File: src/rtl/fp32_divider.sv
// Sequential IEEE-754 single-precision divider, restoring, one quotient bit per cycle.
// Latency: done pulses 1 cycle after the start edge for special operands, 27 for normal ones.
// No backpressure: start is taken only in IDLE/DONE and ignored while busy.
module fp32_divider (
  input  logic        clk,
  input  logic        rst_n,
  input  logic        start,
  input  logic [31:0] A,
  input  logic [31:0] B,
  input  logic [1:0]  round_mode,
  output logic        busy,
  output logic        done,
  output logic [31:0] resultDiv,
  output logic        errorDiv,
  output logic        overflowDiv,
  output logic        divByZero
);

  typedef enum logic [2:0] {
    S_IDLE   = 3'd0,
    S_SETUP  = 3'd1,
    S_DIVIDE = 3'd2,
    S_ROUND  = 3'd3,
    S_DONE   = 3'd4
  } state_t;

  state_t r_state;
  state_t w_next;

  // Latched operation
  logic [31:0]       r_a;
  logic [31:0]       r_b;
  logic [1:0]        r_mode;

  // Iteration state
  logic signed [9:0] r_exp;
  logic [23:0]       r_div;
  logic [25:0]       r_rem;
  logic [24:0]       r_quo;
  logic [4:0]        r_cnt;

  // Held outputs
  logic [31:0]       r_result;
  logic              r_err;
  logic              r_ovf;
  logic              r_dbz;

  // Operand decode (exponent 0 means zero, denormals are flushed)
  logic              w_sign;
  logic              w_a_nan, w_b_nan, w_a_inf, w_b_inf, w_a_zero, w_b_zero;
  logic              w_special;
  logic              w_accept;
  logic [23:0]       w_m1, w_m2;
  logic              w_lt;
  logic signed [9:0] w_exp_raw, w_exp_adj;
  logic [25:0]       w_rem_init;

  // Special-case result
  logic [31:0]       w_sp_result;
  logic              w_sp_err;
  logic              w_sp_dbz;

  // Divide step
  logic              w_trial_ok;
  logic [25:0]       w_rem_next;

  // Rounding
  logic              w_guard, w_sticky, w_inexact, w_inc;
  logic [24:0]       w_mant_inc;
  logic              w_carry;
  logic [23:0]       w_mant_fin;
  logic signed [9:0] w_exp_fin;
  logic              w_rnd_ovf, w_rnd_unf;
  logic [31:0]       w_rnd_result;

  assign w_sign    = r_a[31] ^ r_b[31];
  assign w_a_nan   = (r_a[30:23] == 8'hFF) && (r_a[22:0] != 23'd0);
  assign w_b_nan   = (r_b[30:23] == 8'hFF) && (r_b[22:0] != 23'd0);
  assign w_a_inf   = (r_a[30:23] == 8'hFF) && (r_a[22:0] == 23'd0);
  assign w_b_inf   = (r_b[30:23] == 8'hFF) && (r_b[22:0] == 23'd0);
  assign w_a_zero  = (r_a[30:23] == 8'h00);
  assign w_b_zero  = (r_b[30:23] == 8'h00);
  assign w_special = w_a_nan | w_b_nan | w_a_inf | w_b_inf | w_a_zero | w_b_zero;

  assign w_accept  = start && ((r_state == S_IDLE) || (r_state == S_DONE));

  // Normalise so the quotient lands in [1,2): pre-shift the dividend when it is the smaller mantissa
  assign w_m1       = {1'b1, r_a[22:0]};
  assign w_m2       = {1'b1, r_b[22:0]};
  assign w_lt       = (w_m1 < w_m2);
  assign w_exp_raw  = $signed({2'b00, r_a[30:23]}) - $signed({2'b00, r_b[30:23]}) + 10'sd127;
  assign w_exp_adj  = w_lt ? (w_exp_raw - 10'sd1) : w_exp_raw;
  assign w_rem_init = w_lt ? {1'b0, w_m1, 1'b0} : {2'b00, w_m1};

  // Special-operand result; NaN-producing cases take priority over infinities and zeros
  always_comb begin
    w_sp_result = 32'h7FC0_0000;
    w_sp_err    = 1'b1;
    w_sp_dbz    = 1'b0;
    if (w_a_nan || w_b_nan || (w_a_inf && w_b_inf) || (w_a_zero && w_b_zero)) begin
      w_sp_result = 32'h7FC0_0000;
    end else if (w_a_inf) begin
      w_sp_result = {w_sign, 8'hFF, 23'd0};
      w_sp_err    = 1'b0;
    end else if (w_b_inf || w_a_zero) begin
      w_sp_result = {w_sign, 31'd0};
      w_sp_err    = 1'b0;
    end else begin
      w_sp_result = {w_sign, 8'hFF, 23'd0};
      w_sp_dbz    = 1'b1;
    end
  end

  // Restoring step: keep the difference only when the subtraction does not borrow
  assign w_trial_ok = (r_rem >= {2'b00, r_div});
  assign w_rem_next = (w_trial_ok ? (r_rem - {2'b00, r_div}) : r_rem) << 1;

  // Rounding: r_quo[24:1] is the 24-bit mantissa, r_quo[0] the guard bit
  assign w_guard   = r_quo[0];
  assign w_sticky  = |r_rem;
  assign w_inexact = w_guard | w_sticky;

  // Round-increment decision per rounding mode
  always_comb begin
    w_inc = 1'b0;
    case (r_mode)
      2'b10:   w_inc = w_guard & (w_sticky | r_quo[1]);
      2'b11:   w_inc = 1'b0;
      2'b00:   w_inc = ~w_sign & w_inexact;
      2'b01:   w_inc = w_sign & w_inexact;
      default: w_inc = 1'b0;
    endcase
  end

  assign w_mant_inc = {1'b0, r_quo[24:1]} + {24'd0, w_inc};
  assign w_carry    = w_mant_inc[24];
  assign w_mant_fin = w_carry ? w_mant_inc[24:1] : w_mant_inc[23:0];
  assign w_exp_fin  = r_exp + $signed({9'd0, w_carry});
  assign w_rnd_ovf  = (w_exp_fin >= 10'sd255);
  assign w_rnd_unf  = (w_exp_fin <= 10'sd0);

  // Final packing after rounding: saturate to infinity or flush to zero at the range limits
  always_comb begin
    w_rnd_result = {w_sign, w_exp_fin[7:0], w_mant_fin[22:0]};
    if (w_rnd_ovf) begin
      w_rnd_result = {w_sign, 8'hFF, 23'd0};
    end else if (w_rnd_unf) begin
      w_rnd_result = {w_sign, 31'd0};
    end
  end

  // State register
  always_ff @(posedge clk) begin
    if (!rst_n) begin
      r_state <= S_IDLE;
    end else begin
      r_state <= w_next;
    end
  end

  // Next-state logic; specials skip the iteration and go straight to DONE
  always_comb begin
    w_next = r_state;
    case (r_state)
      S_IDLE:   if (start) w_next = S_SETUP;
      S_SETUP:  w_next = w_special ? S_DONE : S_DIVIDE;
      S_DIVIDE: if (r_cnt == 5'd1) w_next = S_ROUND;
      S_ROUND:  w_next = S_DONE;
      S_DONE:   w_next = start ? S_SETUP : S_IDLE;
      default:  w_next = S_IDLE;
    endcase
  end

  // Datapath: operand capture, iteration, and result/flag update on entry to DONE
  always_ff @(posedge clk) begin
    if (!rst_n) begin
      r_a      <= 32'd0;
      r_b      <= 32'd0;
      r_mode   <= 2'd0;
      r_exp    <= 10'sd0;
      r_div    <= 24'd0;
      r_rem    <= 26'd0;
      r_quo    <= 25'd0;
      r_cnt    <= 5'd0;
      r_result <= 32'd0;
      r_err    <= 1'b0;
      r_ovf    <= 1'b0;
      r_dbz    <= 1'b0;
    end else begin
      if (w_accept) begin
        r_a    <= A;
        r_b    <= B;
        r_mode <= round_mode;
      end
      case (r_state)
        S_SETUP: begin
          if (w_special) begin
            r_result <= w_sp_result;
            r_err    <= w_sp_err;
            r_ovf    <= 1'b0;
            r_dbz    <= w_sp_dbz;
          end else begin
            r_exp <= w_exp_adj;
            r_div <= w_m2;
            r_rem <= w_rem_init;
            r_quo <= 25'd0;
            r_cnt <= 5'd25;
          end
        end
        S_DIVIDE: begin
          r_rem <= w_rem_next;
          r_quo <= {r_quo[23:0], w_trial_ok};
          r_cnt <= r_cnt - 5'd1;
        end
        S_ROUND: begin
          r_result <= w_rnd_result;
          r_err    <= w_rnd_ovf;
          r_ovf    <= w_rnd_ovf;
          r_dbz    <= 1'b0;
        end
        default: ;
      endcase
    end
  end

  assign busy        = (r_state == S_SETUP) || (r_state == S_DIVIDE) || (r_state == S_ROUND);
  assign done        = (r_state == S_DONE);
  assign resultDiv   = r_result;
  assign errorDiv    = r_err;
  assign overflowDiv = r_ovf;
  assign divByZero   = r_dbz;

endmodule

File: config.mk
export PLATFORM = sky130hd
export DESIGN_NAME = fp32_divider
export DESIGN_NICKNAME = d
export VERILOG_FILES = /design/src/rtl/fp32_divider.sv
export SDC_FILE = /design/constraint.sdc
export NUM_CORES = 1
export LEC_CHECK = 0
export BUFFER_PORTS_ARGS = -buffer_cell sky130_fd_sc_hd__buf_2
export CAP_MARGIN = 15
export CORE_MARGIN = 8
export CORE_UTILIZATION = 48
export DETAILED_ROUTE_END_ITERATION = 8
export PLACE_DENSITY = 0.76
export SKIP_LAST_GASP = 1
export SLEW_MARGIN = 25
export SYNTH_ARGS = -nofsm -noshare
export SYNTH_HDL_FRONTEND = slang
export SYNTH_SLANG_ARGS = --single-unit
File: constraint.sdc
create_clock -name clk -period 4.9 [get_ports clk]
set_input_delay 1.47 -clock clk [delete_from_list [all_inputs] [get_ports clk]]
set_output_delay 1.47 -clock clk [all_outputs]
set_load 0.005 [all_outputs]
==> metrics.csv, run 1 <==
metric;value;unit
final_layout_size_suffix_gt1_share;13.7;%
drc;0;
period_needed;4.68;ns
syn_nets;1530;
cts_sinks;194;
final_util;54.8;%
synth_top_family_by_area;simple AND/OR/NAND/NOR gates;
synth.most_common_cell;nand2_1;
min_path_type;reg -> reg;
overflow;0;
routed_wl;29100;um
initial_utilization;48.5;%
io_pins;106;
regToRegStartpoint;r_rem[4]$_SDFFE_PN0P_;
final_max_slew_viol_count;0;
cts_htree_levels;4;
reg2reg_slack;0.22;ns
crit_required;5.25;ns
synth_commonest_cells;274 x nand2_1, 194 x dfxtp_1, 160 x a21oi_1;
crit_top_cell;nor2_1;
diodes;0;
dpl-instance-area;0.0116;mm^2
syn_avg_cell_area;7.82;um^2
core;0.0225;mm^2
hold_start;overflowDiv$_SDFFE_PN0P_;
synth_xor_area_share;5.53;%
synth-main-ff-cell;dfxtp_1;
num_rows;55;
max_slew_margin;36.2;%
synth_mux_area_share;4.31;%
synth_largest_area_cell;dfxtp_1;
multi_input_area;0.00656;mm^2
ys_seq_area_share;35.6;%
ir_drop;290;uV
synth_edf_count;0;
grt_max_degree;124;
dieHeight;167;um
post_drt_wl_per_cell;16.5;um
synth_seq_cells;194;
yosysWarnings;0;
powerDensity;403;mW/mm^2
reg2regPathDepth;24;
synth_compound_gate_area_share;19.5;%
hold_viol_final;0;
period_share;95.5;%
cp-start-kind;flip-flop;
place_congestion;0.884;
finalInstanceArea;0.0123;mm^2
status;finished, final reports clean;
synthSimpleGateAreaFrac;22.3;%
grt_pass1_wl;48100;um
grt_pass1_vias;9710;
crit_slowest_cell;dfxtp_1;
area_growth_syn_to_layout;12.9;%
seq_area;0.00388;mm^2
antenna_left;0;
arrival;5.03;ns
p_leak;0.00485;uW
netlist.area_leader.share;35.6;%
drv_cap;0;
netlist_area;0.0109;mm^2
max_freq;214;MHz
fin_skew;0.0204;ns
cts_tree;done;
io_buffers;105;
grt_use_total;20.2;%
ctsHoldBuffers;0;
vias;10100;
clk_latency;0.45;ns
path_clk_slew;0.09;ns
setup_viol;0;
grt_antenna_before_repair;1;
cts-root-buf;clkbuf_16;
chipWidth;167;um
clockBufferDepth;2;
critPathMaxFanout;6;
yosysUniqueCellTypes;77;
hold_end;overflowDiv$_SDFFE_PN0P_;
async_reset_ff_share;0;%
worst_slew_pin_slew;0.955;ns
hpwl;20500;um
firstDrtPassIters;5;
post_drt_via_cell_ratio;5.76;
rr_endpoint;resultDiv[4]$_SDFFE_PN0P_;
critPathMaxStageDelay;0.37;ns
synth_area_leaders;dfxtp_1 36%, nand2_1 9.4%, a21oi_1 7.3%;
finalNetCount;1596;
drt-initial-drc-count;699;
hold_path_depth;2;
die-area;0.0278;mm^2
crit_type;reg -> reg;
synthAdderAreaFrac;7.47;%
syn-instance-count;1397;
path_cells;nor4_2, nand4_1, nor2_1, nor2_1, o211a_1, ha_1, ha_1, nand3_2, nor2_1, and3_1, and3_1, and2_1, ha_2, ha_4, nand3_1, xnor2_1, nand2_1, nor4_1, o21ai_1, nand4_1, buf_4, nand2b_2, o21ai_0, o21a_1;
cts_buffers;17;
crit_path_end_kind;flip-flop;
n_fill_cell;2095;
layout make-up:
type / count / area share (%)
clock inverter: 15 / 1.40
multi-input combinational: 1057 / 53.2
sequential: 194 / 31.5
tap: 285 / 2.89
inverter: 70 / 2.15
clock buffer: 17 / 3.45
timing repair buffer: 123 / 5.46
worst max-delay path by stage:
stage                                      from                          to  slack (ns)  cells after the start
after global placement    r_rem[1]$_SDFFE_PN0P_  resultDiv[14]$_SDFFE_PN0P_        0.07                     23
after floorplan           r_rem[1]$_SDFFE_PN0P_  resultDiv[20]$_SDFFE_PN0P_        0.45                     26
after global routing      r_rem[4]$_SDFFE_PN0P_   resultDiv[4]$_SDFFE_PN0P_       -0.06                     24
final                     r_rem[4]$_SDFFE_PN0P_   resultDiv[4]$_SDFFE_PN0P_        0.22                     24
after CTS                 r_rem[1]$_SDFFE_PN0P_  resultDiv[20]$_SDFFE_PN0P_        0.03                     23
after detailed placement  r_rem[1]$_SDFFE_PN0P_  resultDiv[14]$_SDFFE_PN0P_       -0.15                     23
layout by cell type, fill, tap and decap left out, drive strengths merged, types with 8 or more instances in the layout:
cell    synthesis  final
ha             62     62
xor2           28     28
o21ai          55     55
clkbuf         56     17
and3           12     12
mux2i          41     41
nor4           22     22
a21oi         161    161
xnor2          41     41
nor3           18     18
a22oi          14     14
nor2b           8      8
nand2         275    275
dfxtp         194    194
a21o           11     11
nor2           89     89
nand4          17     17
nand3          52     52
buf            20    123
inv            70     80
a221oi         22     22
metal layers:
metal  wire length [um]  vias to the layer above  GRT usage, %  share of wire (%)
met4                766                        2          7.95                2.6
met5                 13                        -             0              0.045
met2              13400                      337          32.5                 46
met1              13400                     4709          26.5                 46
met3               1550                       68          3.55                5.3
li1                   -                     5030             -                  -
worst max-delay path: cells and delay by family, from the launching register on:
| family | cells | cell delay, ns |
|---|---|---|
| AOI/OAI and AO/OA | 4 | 0.68 |
| buffers and inverters | 1 | 0.16 |
| and+or+nand+nor | 14 | 2.39 |
| xor gates and xnor gates | 1 | 0.16 |
| adders and majority gates | 4 | 0.82 |
| DFF | 1 | 0.37 |
state kept, by name, summed over array words and instances (netlist names):
name         cells
divByZero        1
errorDiv         1
overflowDiv      1
r_a             32
r_b             32
r_cnt            5
r_div           24
r_exp           10
r_mode           2
r_quo           25
r_rem           26
r_state          3
resultDiv       32
repair_timing:
| action | CTS | global route |
|---|---|---|
| pin swaps | 0 | 8 |
| setup buffers | 0 | 6 |
| gates resized for setup | 1 | 14 |
| setup endpoints to repair | 12 | 30 |
logic make-up (layout without fill, tap and decap cells):
group / Yosys count / in the layout
and+or+nand+nor: 540 / 540
AOI/OAI and AO/OA: 338 / 338
DFF: 194 / 194
buffers and inverters: 146 / 225
xor gates and xnor gates: 69 / 69
adders and majority gates: 64 / 64
muxes: 46 / 46
power by group:
group          switching [uW]  internal (uW)
combinational            1010            761
sequential                116           1670
clock                     720            695
per-stage QoR:
| step | power [uW] | hold WS (ns) | worst slack (ns) | TNS [ns] | instances |
|---|---|---|---|---|---|
| floorplan | 3190 | 0.436 | 0.454 | 0 | 1397 |
| global route | 5240 | 0.476 | -0.0570 | -0.452 | 1761 |
| finish | 4980 | 0.457 | 0.220 | 0 | 1761 |
| CTS | 4960 | 0.460 | 0.0264 | 0 | 1755 |
| detailed placement | 3550 | 0.449 | -0.146 | -1.22 | 1723 |
| global placement | 3510 | 0.443 | 0.0679 | 0 | 1723 |
(Power assumes the default switching activity.)
==> run 2, diff against run 1 <==
- CORE_ASPECT_RATIO: unset -> 1.1
==> metrics.csv, run 2 (synthesized netlist as in run 1, its figures left out) <==
metric;value;unit;change
cts_htree_levels;4;;unchanged
post_drt_wl_per_cell;16.0;um;was 16.5 um
cts_buffers;17;;unchanged
grt_pass1_wl;48100;um;about the same
fin_skew;0.0170;ns;was 0.0204 ns
grt_pass1_vias;9853;;was 9710
critPathMaxFanout;5;;was 6
final_util;54.7;%;was 54.8%
path_clk_slew;0.09;ns;about the same
crit_top_cell;nor2_1;;unchanged
p_leak;0.00486;uW;was 0.00485 uW
dieHeight;174;um;was 167 um
place_congestion;0.885;;was 0.884
hold_path_depth;2;;unchanged
hpwl;21000;um;was 20500 um
ir_drop;277;uV;was 290 uV
num_rows;58;;was 55
chipWidth;160;um;was 167 um
crit_buf_inv;1;;unchanged
diodes;0;;unchanged
clk_latency;0.45;ns;about the same
p_sw_share;37.1;%;about the same
hold_viol_final;0;;unchanged
drc;0;;unchanged
final_max_slew_viol_count;0;;unchanged
vias;10000;;was 10100
cts_sinks;194;;unchanged
overflow;0;;unchanged
finalNetCount;1599;;was 1596
antenna_left;0;;unchanged
grt.busiest_layer;met2;;unchanged
setup_viol;0;;unchanged
critPathMaxStageDelay;0.35;ns;was 0.37 ns
core;0.0226;mm^2;was 0.0225 mm^2
worst_slew_pin_slew;0.890;ns;was 0.955 ns
crit_slowest_cell;dfxtp_1;;unchanged
cts_tree;done;;unchanged
die-area;0.0278;mm^2;about the same
clockBufferDepth;2;;unchanged
grt_max_degree;65;;was 124
rsz0062_at_grt;false;;
firstDrtPassIters;5;;unchanged
final_cell_mix;272 x nand2_1, 194 x dfxtp_1, 160 x a21oi_1, 105 x buf_2, 86 x nor2_1;;was 272 x nand2_1, 194 x dfxtp_1, 160 x a21oi_1, 105 x buf_2, 87 x nor2_1
period_needed;4.57;ns;was 4.68 ns
min_path_type;reg -> reg;;unchanged
powerDensity;405;mW/mm^2;was 403 mW/mm^2
rr_endpoint;resultDiv[20]$_SDFFE_PN0P_;;was resultDiv[4]$_SDFFE_PN0P_
io_buffers;105;;unchanged
mostFrequentLayoutCell;nand2_1;;unchanged
initial_utilization;48.2;%;was 48.5%
final_layout_size_suffix_gt1_share;13.9;%;was 13.7%
path_cells;nor4_2, nand4_1, nor2_1, nor2_1, o211a_1, ha_1, ha_1, nand3_2, nor2_2, and3_1, and3_1, and2_1, ha_2, ha_2, nand3_1, nor2_1, xnor2_1, nor4_1, o21ai_1, nand4_1, buf_4, or2_2, nor3_4, o21bai_1;;was nor4_2, nand4_1, nor2_1, nor2_1, o211a_1, ha_1, ha_1, nand3_2, nor2_1, and3_1, and3_1, and2_1, ha_2, ha_4, nand3_1, xnor2_1, nand2_1, nor4_1, o21ai_1, nand4_1, buf_4, nand2b_2, o21ai_0, o21a_1
grt_use_total;20.4;%;was 20.2%
period_share;93.3;%;was 95.5%
crit_type;reg -> reg;;unchanged
area_growth_syn_to_layout;13.4;%;was 12.9%
internal_power;3150;uW;was 3130 uW
gr-usage-met1;26.0;%;was 26.5%
combPwrFrac;35.5;%;was 35.6%
total_power;5010;uW;was 4980 uW
drv_cap;0;;unchanged
max_slew_margin;40.6;%;was 36.2%
grt_antenna_before_repair;1;;unchanged
crit_family;simple AND/OR/NAND/NOR gates;;unchanged
status;finished, final reports clean;;unchanged
routed_wl;28500;um;was 29100 um
cp-start-kind;flip-flop;;unchanged
reg2regPathDepth;24;;unchanged
grt_use_met2;33.8;%;was 32.5%
switching_power;1860;uW;was 1850 uW
crit_path_end_kind;flip-flop;;unchanged
post_drt_via_cell_ratio;5.63;;was 5.76
arrival;4.96;ns;was 5.03 ns
grtUsageMet3;3.24;%;was 3.55%
crit_required;5.29;ns;was 5.25 ns
hold_end;r_div[3]$_SDFFE_PN0P_;;was overflowDiv$_SDFFE_PN0P_
io_pins;106;;unchanged
drt-initial-drc-count;635;;was 699
max_freq;219;MHz;was 214 MHz
reg2reg_slack;0.33;ns;was 0.22 ns
seq_power_share;35.6;%;was 35.9%
regToRegStartpoint;r_rem[4]$_SDFFE_PN0P_;;unchanged
clock_power_share;28.8;%;was 28.4%
hold_start;r_div[3]$_SDFFE_PN0P_;;was overflowDiv$_SDFFE_PN0P_
cts-root-buf;clkbuf_16;;unchanged
## run 2: cell types whose count changed in the layout (fill, tap and decap cells not counted), sizes merged
cell,delta
buf,+3
clkinv,+1
inv,-1
## run 2: worst max-delay path by stage
stage / startpoint / endpoint / slack (ns) / cells after the start
finish: r_rem[4]$_SDFFE_PN0P_ / resultDiv[20]$_SDFFE_PN0P_ / 0.33 / 24
global route: r_rem[4]$_SDFFE_PN0P_ / resultDiv[12]$_SDFFE_PN0P_ / 0.006 / 24
CTS: r_rem[1]$_SDFFE_PN0P_ / resultDiv[20]$_SDFFE_PN0P_ / 0.006 / 23
detailed placement: r_rem[1]$_SDFFE_PN0P_ / resultDiv[20]$_SDFFE_PN0P_ / -0.1 / 23
global placement: r_rem[1]$_SDFFE_PN0P_ / resultDiv[20]$_SDFFE_PN0P_ / -0.0005 / 23
floorplan: r_rem[1]$_SDFFE_PN0P_ / resultDiv[20]$_SDFFE_PN0P_ / 0.45 / 26
## run 2: per-layer routing
layer,up-vias,wire length (um),part of all wire [%]
li1,5040,-,-
met1,4671,13100,46
met2,250,13400,47
met3,51,1190,4.2
met4,2,835,2.9
met5,-,10,0.035
## run 2: area by class of cell
| type | count | area (um^2) |
|---|---|---|
| inverter | 70 | 265 |
| fill | 2114 | 10300 |
| multi-input combinational | 1057 | 6550 |
| timing repair buffer | 126 | 696 |
| clock inverter | 15 | 196 |
| sequential | 194 | 3880 |
| tap | 300 | 375 |
| clock buffer | 17 | 425 |
## run 2: power by group through the flow
stage / registers, uW / logic [uW] / clock network, uW
final: 1790 / 1780 / 1440
after global routing: 1800 / 1960 / 1530
after CTS: 1780 / 1760 / 1460
after detailed placement: 1820 / 1740 / 0
after global placement: 1810 / 1720 / 0
after floorplan: 1780 / 1410 / 0
## run 2: through the flow
stage | area (um^2) | setup slack (ns) | hold slack [ns] | setup TNS (ns) | instances
3_5_place_dp | 11700 | -0.0960 | 0.449 | -0.434 | 1743
5_1_grt | 12400 | 0.00589 | 0.480 | 0 | 1779
6_report | 12400 | 0.328 | 0.458 | 0 | 1779
2_1_floorplan | 10900 | 0.454 | 0.436 | 0 | 1397
4_1_cts | 12300 | 0.00556 | 0.459 | 0 | 1775
3_3_place_gp | 11700 | -0.000505 | 0.442 | -0.000985 | 1742
## run 2: what timing repair did
item,in CTS,in global routing
hold endpoints to repair,0,0
gates resized for setup,1,13
hold buffers,0,0
setup buffers,0,4
pin swaps,0,8
endpoints found under the setup margin,12,30
## run 2: worst reg2reg max path: stages (launching register included)
cell and delay (ns):
dfxtp_1 0.35, nor4_2 0.30, nand4_1 0.26, nor2_1 0.16, nor2_1 0.05, o211a_1 0.21, ha_1 0.19, ha_1 0.21
nand3_2 0.12, nor2_2 0.07, and3_1 0.20, and3_1 0.19, and2_1 0.16, ha_2 0.19, ha_2 0.19, nand3_1 0.12
nor2_1 0.06, xnor2_1 0.23, nor4_1 0.09, o21ai_1 0.18, nand4_1 0.10, buf_4 0.17, or2_2 0.31, nor3_4 0.25
o21bai_1 0.15
==> run 3, diff against run 2 <==
- PLACE_DENSITY: 0.76 -> 0.75
- clock period: 4.9 -> 4.6 ns (I/O delays scaled with it)
==> metrics.csv, run 3 (synthesized netlist as in run 1, its figures left out) <==
metric;value;unit;change
status;finished, final reports clean;;unchanged
drt-initial-drc-count;796;;was 635
overflow;0;;unchanged
grt_pass1_vias;9985;;was 9853
total_power;5370;uW;was 5010 uW
grt_pass1_wl;48600;um;was 48100 um
area_growth_syn_to_layout;14.9;%;was 13.4%
dpl-instance-area;0.0118;mm^2;was 0.0117 mm^2
num_rows;58;;unchanged
reg2reg_slack;0.25;ns;was 0.33 ns
critPathMaxFanout;5;;unchanged
io_buffers;105;;unchanged
chipWidth;160;um;unchanged
worst_slew_pin_slew;0.982;ns;was 0.890 ns
finalNetCount;1616;;was 1599
cts_htree_levels;4;;unchanged
grt_use_total;20.6;%;was 20.4%
hold_viol_final;0;;unchanged
cts-root-buf;clkbuf_16;;unchanged
ctsHoldBuffers;0;;unchanged
crit_required;4.98;ns;was 5.29 ns
max_freq;230;MHz;was 219 MHz
cts_buffers;17;;unchanged
drv_cap;0;;unchanged
finalInstanceArea;0.0126;mm^2;was 0.0124 mm^2
dieHeight;174;um;unchanged
min_path_type;reg -> reg;;unchanged
vias;10200;;was 10000
post_drt_via_cell_ratio;5.67;;was 5.63
ir_drop;296;uV;was 277 uV
io_pins;106;;unchanged
grt_antenna_before_repair;1;;unchanged
final_max_slew_viol_count;0;;unchanged
path_clk_slew;0.09;ns;about the same
cts_sinks;194;;unchanged
clockBufferDepth;2;;unchanged
seq_area;0.00388;mm^2;unchanged
arrival;4.74;ns;was 4.96 ns
clk_latency;0.45;ns;about the same
cp-start-kind;flip-flop;;unchanged
n_fill_cell;2087;;was 2114
setup_ws;0.246;ns;was 0.328 ns
place_congestion;0.897;;was 0.885
cts_tree;done;;unchanged
placedCellCount;1761;;was 1743
initial_utilization;48.2;%;unchanged
firstDrtPassIters;6;;was 5
antenna_left;0;;unchanged
p_leak;0.00497;uW;was 0.00486 uW
max_slew_margin;34.4;%;was 40.6%
powerDensity;428;mW/mm^2;was 405 mW/mm^2
fin_cells;1797;;was 1779
grt_max_degree;121;;was 65
final_cell_mix;272 x nand2_1, 194 x dfxtp_1, 160 x a21oi_1, 105 x buf_2, 87 x nor2_1;;was 272 x nand2_1, 194 x dfxtp_1, 160 x a21oi_1, 105 x buf_2, 86 x nor2_1
fin_skew;0.0200;ns;was 0.0170 ns
hpwl;21000;um;about the same
multi_input_area;0.00658;mm^2;was 0.00655 mm^2
die-area;0.0278;mm^2;unchanged
period_share;94.6;%;was 93.3%
core;0.0226;mm^2;unchanged
final_layout_size_suffix_gt1_share;14.8;%;was 13.9%
dp_worst_setup_slack;-0.221;ns;was -0.0960 ns
crit_type;reg -> reg;;unchanged
post_drt_wl_per_cell;16.1;um;was 16.0 um
crit_path_end_kind;flip-flop;;unchanged
period_needed;4.35;ns;was 4.57 ns
drc;0;;unchanged
routed_wl;29000;um;was 28500 um
setup_viol;0;;unchanged
mostFrequentLayoutCell;nand2_1;;unchanged
[run 3: cell count changes in the layout (fill, tap and decap cells not counted), moves of 2 or more]
cell    previous run  this run
buf_4             20        35
inv_6              4         2
inv_8              2         4
and2_4             0         2
[run 3: timing repair]
item | CTS | global route
endpoints found under the setup margin | 12 | 30
gates cloned | 0 | 1
resized for setup | 3 | 17
buffers inserted | 0 | 2
pin swaps | 2 | 9
[run 3: layout make-up]
cell class	count	share of cell area, %
Multi-Input combinational cell	1058	52.4
Tap cell	300	2.99
Clock inverter	15	1.60
Inverter	70	2.11
Sequential cell	194	30.9
Antenna cell	1	0.0199
Timing Repair Buffer	142	6.53
Clock buffer	17	3.39
[run 3: worst max-delay path, stage by stage, from the launching register on]
cell      delay [ns]
dfxtp_1         0.33
nor4_2          0.33
nand4_1         0.24
nor2_1          0.15
nor2_1          0.05
o211a_1         0.21
ha_1            0.19
ha_2            0.18
nand3_1         0.09
nor2_1          0.06
and3_1          0.17
and3_1          0.18
and2_4          0.15
ha_4            0.16
ha_2            0.19
nand3_2         0.09
nor2_1          0.05
xnor2_1         0.18
nor4_1          0.08
o21ai_1         0.17
nand4_1         0.28
or2_4           0.36
nor3_4          0.24
o21bai_1        0.15
[run 3: power by group]
group	internal, uW	leakage (uW)	switching, uW	total [uW]
Combinational	848	0.00308	1090	1940
Sequential	1780	0.00158	113	1900
Clock	753	0.000303	785	1540
[run 3: routing by layer]
layer | track usage [%] | up-vias | wire [um]
met5 | 0 | - | 0
met4 | 8.61 | 0 | 843
met3 | 3.43 | 57 | 1550
met2 | 33.8 | 313 | 13500
met1 | 26.3 | 4737 | 13100
li1 | - | 5078 | -
[run 3: worst paths after layout]
check | cells past startpoint | to | start
setup / recovery | 23 | resultDiv[20]$_SDFFE_PN0P_ | r_rem[12]$_SDFFE_PN0P_
hold / removal | 2 | divByZero$_SDFFE_PN0P_ | divByZero$_SDFFE_PN0P_
setup reg to reg | 23 | resultDiv[20]$_SDFFE_PN0P_ | r_rem[12]$_SDFFE_PN0P_
hold reg to reg | 2 | divByZero$_SDFFE_PN0P_ | divByZero$_SDFFE_PN0P_
[run 3: through the flow]
stage | hold WS (ns) | TNS (ns) | utilization (%)
after floorplan | 0.436 | 0 | -
after global placement | 0.441 | -1.09 | 52.2
after detailed placement | 0.448 | -2.11 | 52.2
after CTS | 0.459 | 0 | 55.0
after global routing | 0.483 | -0.0330 | 55.4
final | 0.455 | 0 | 55.5
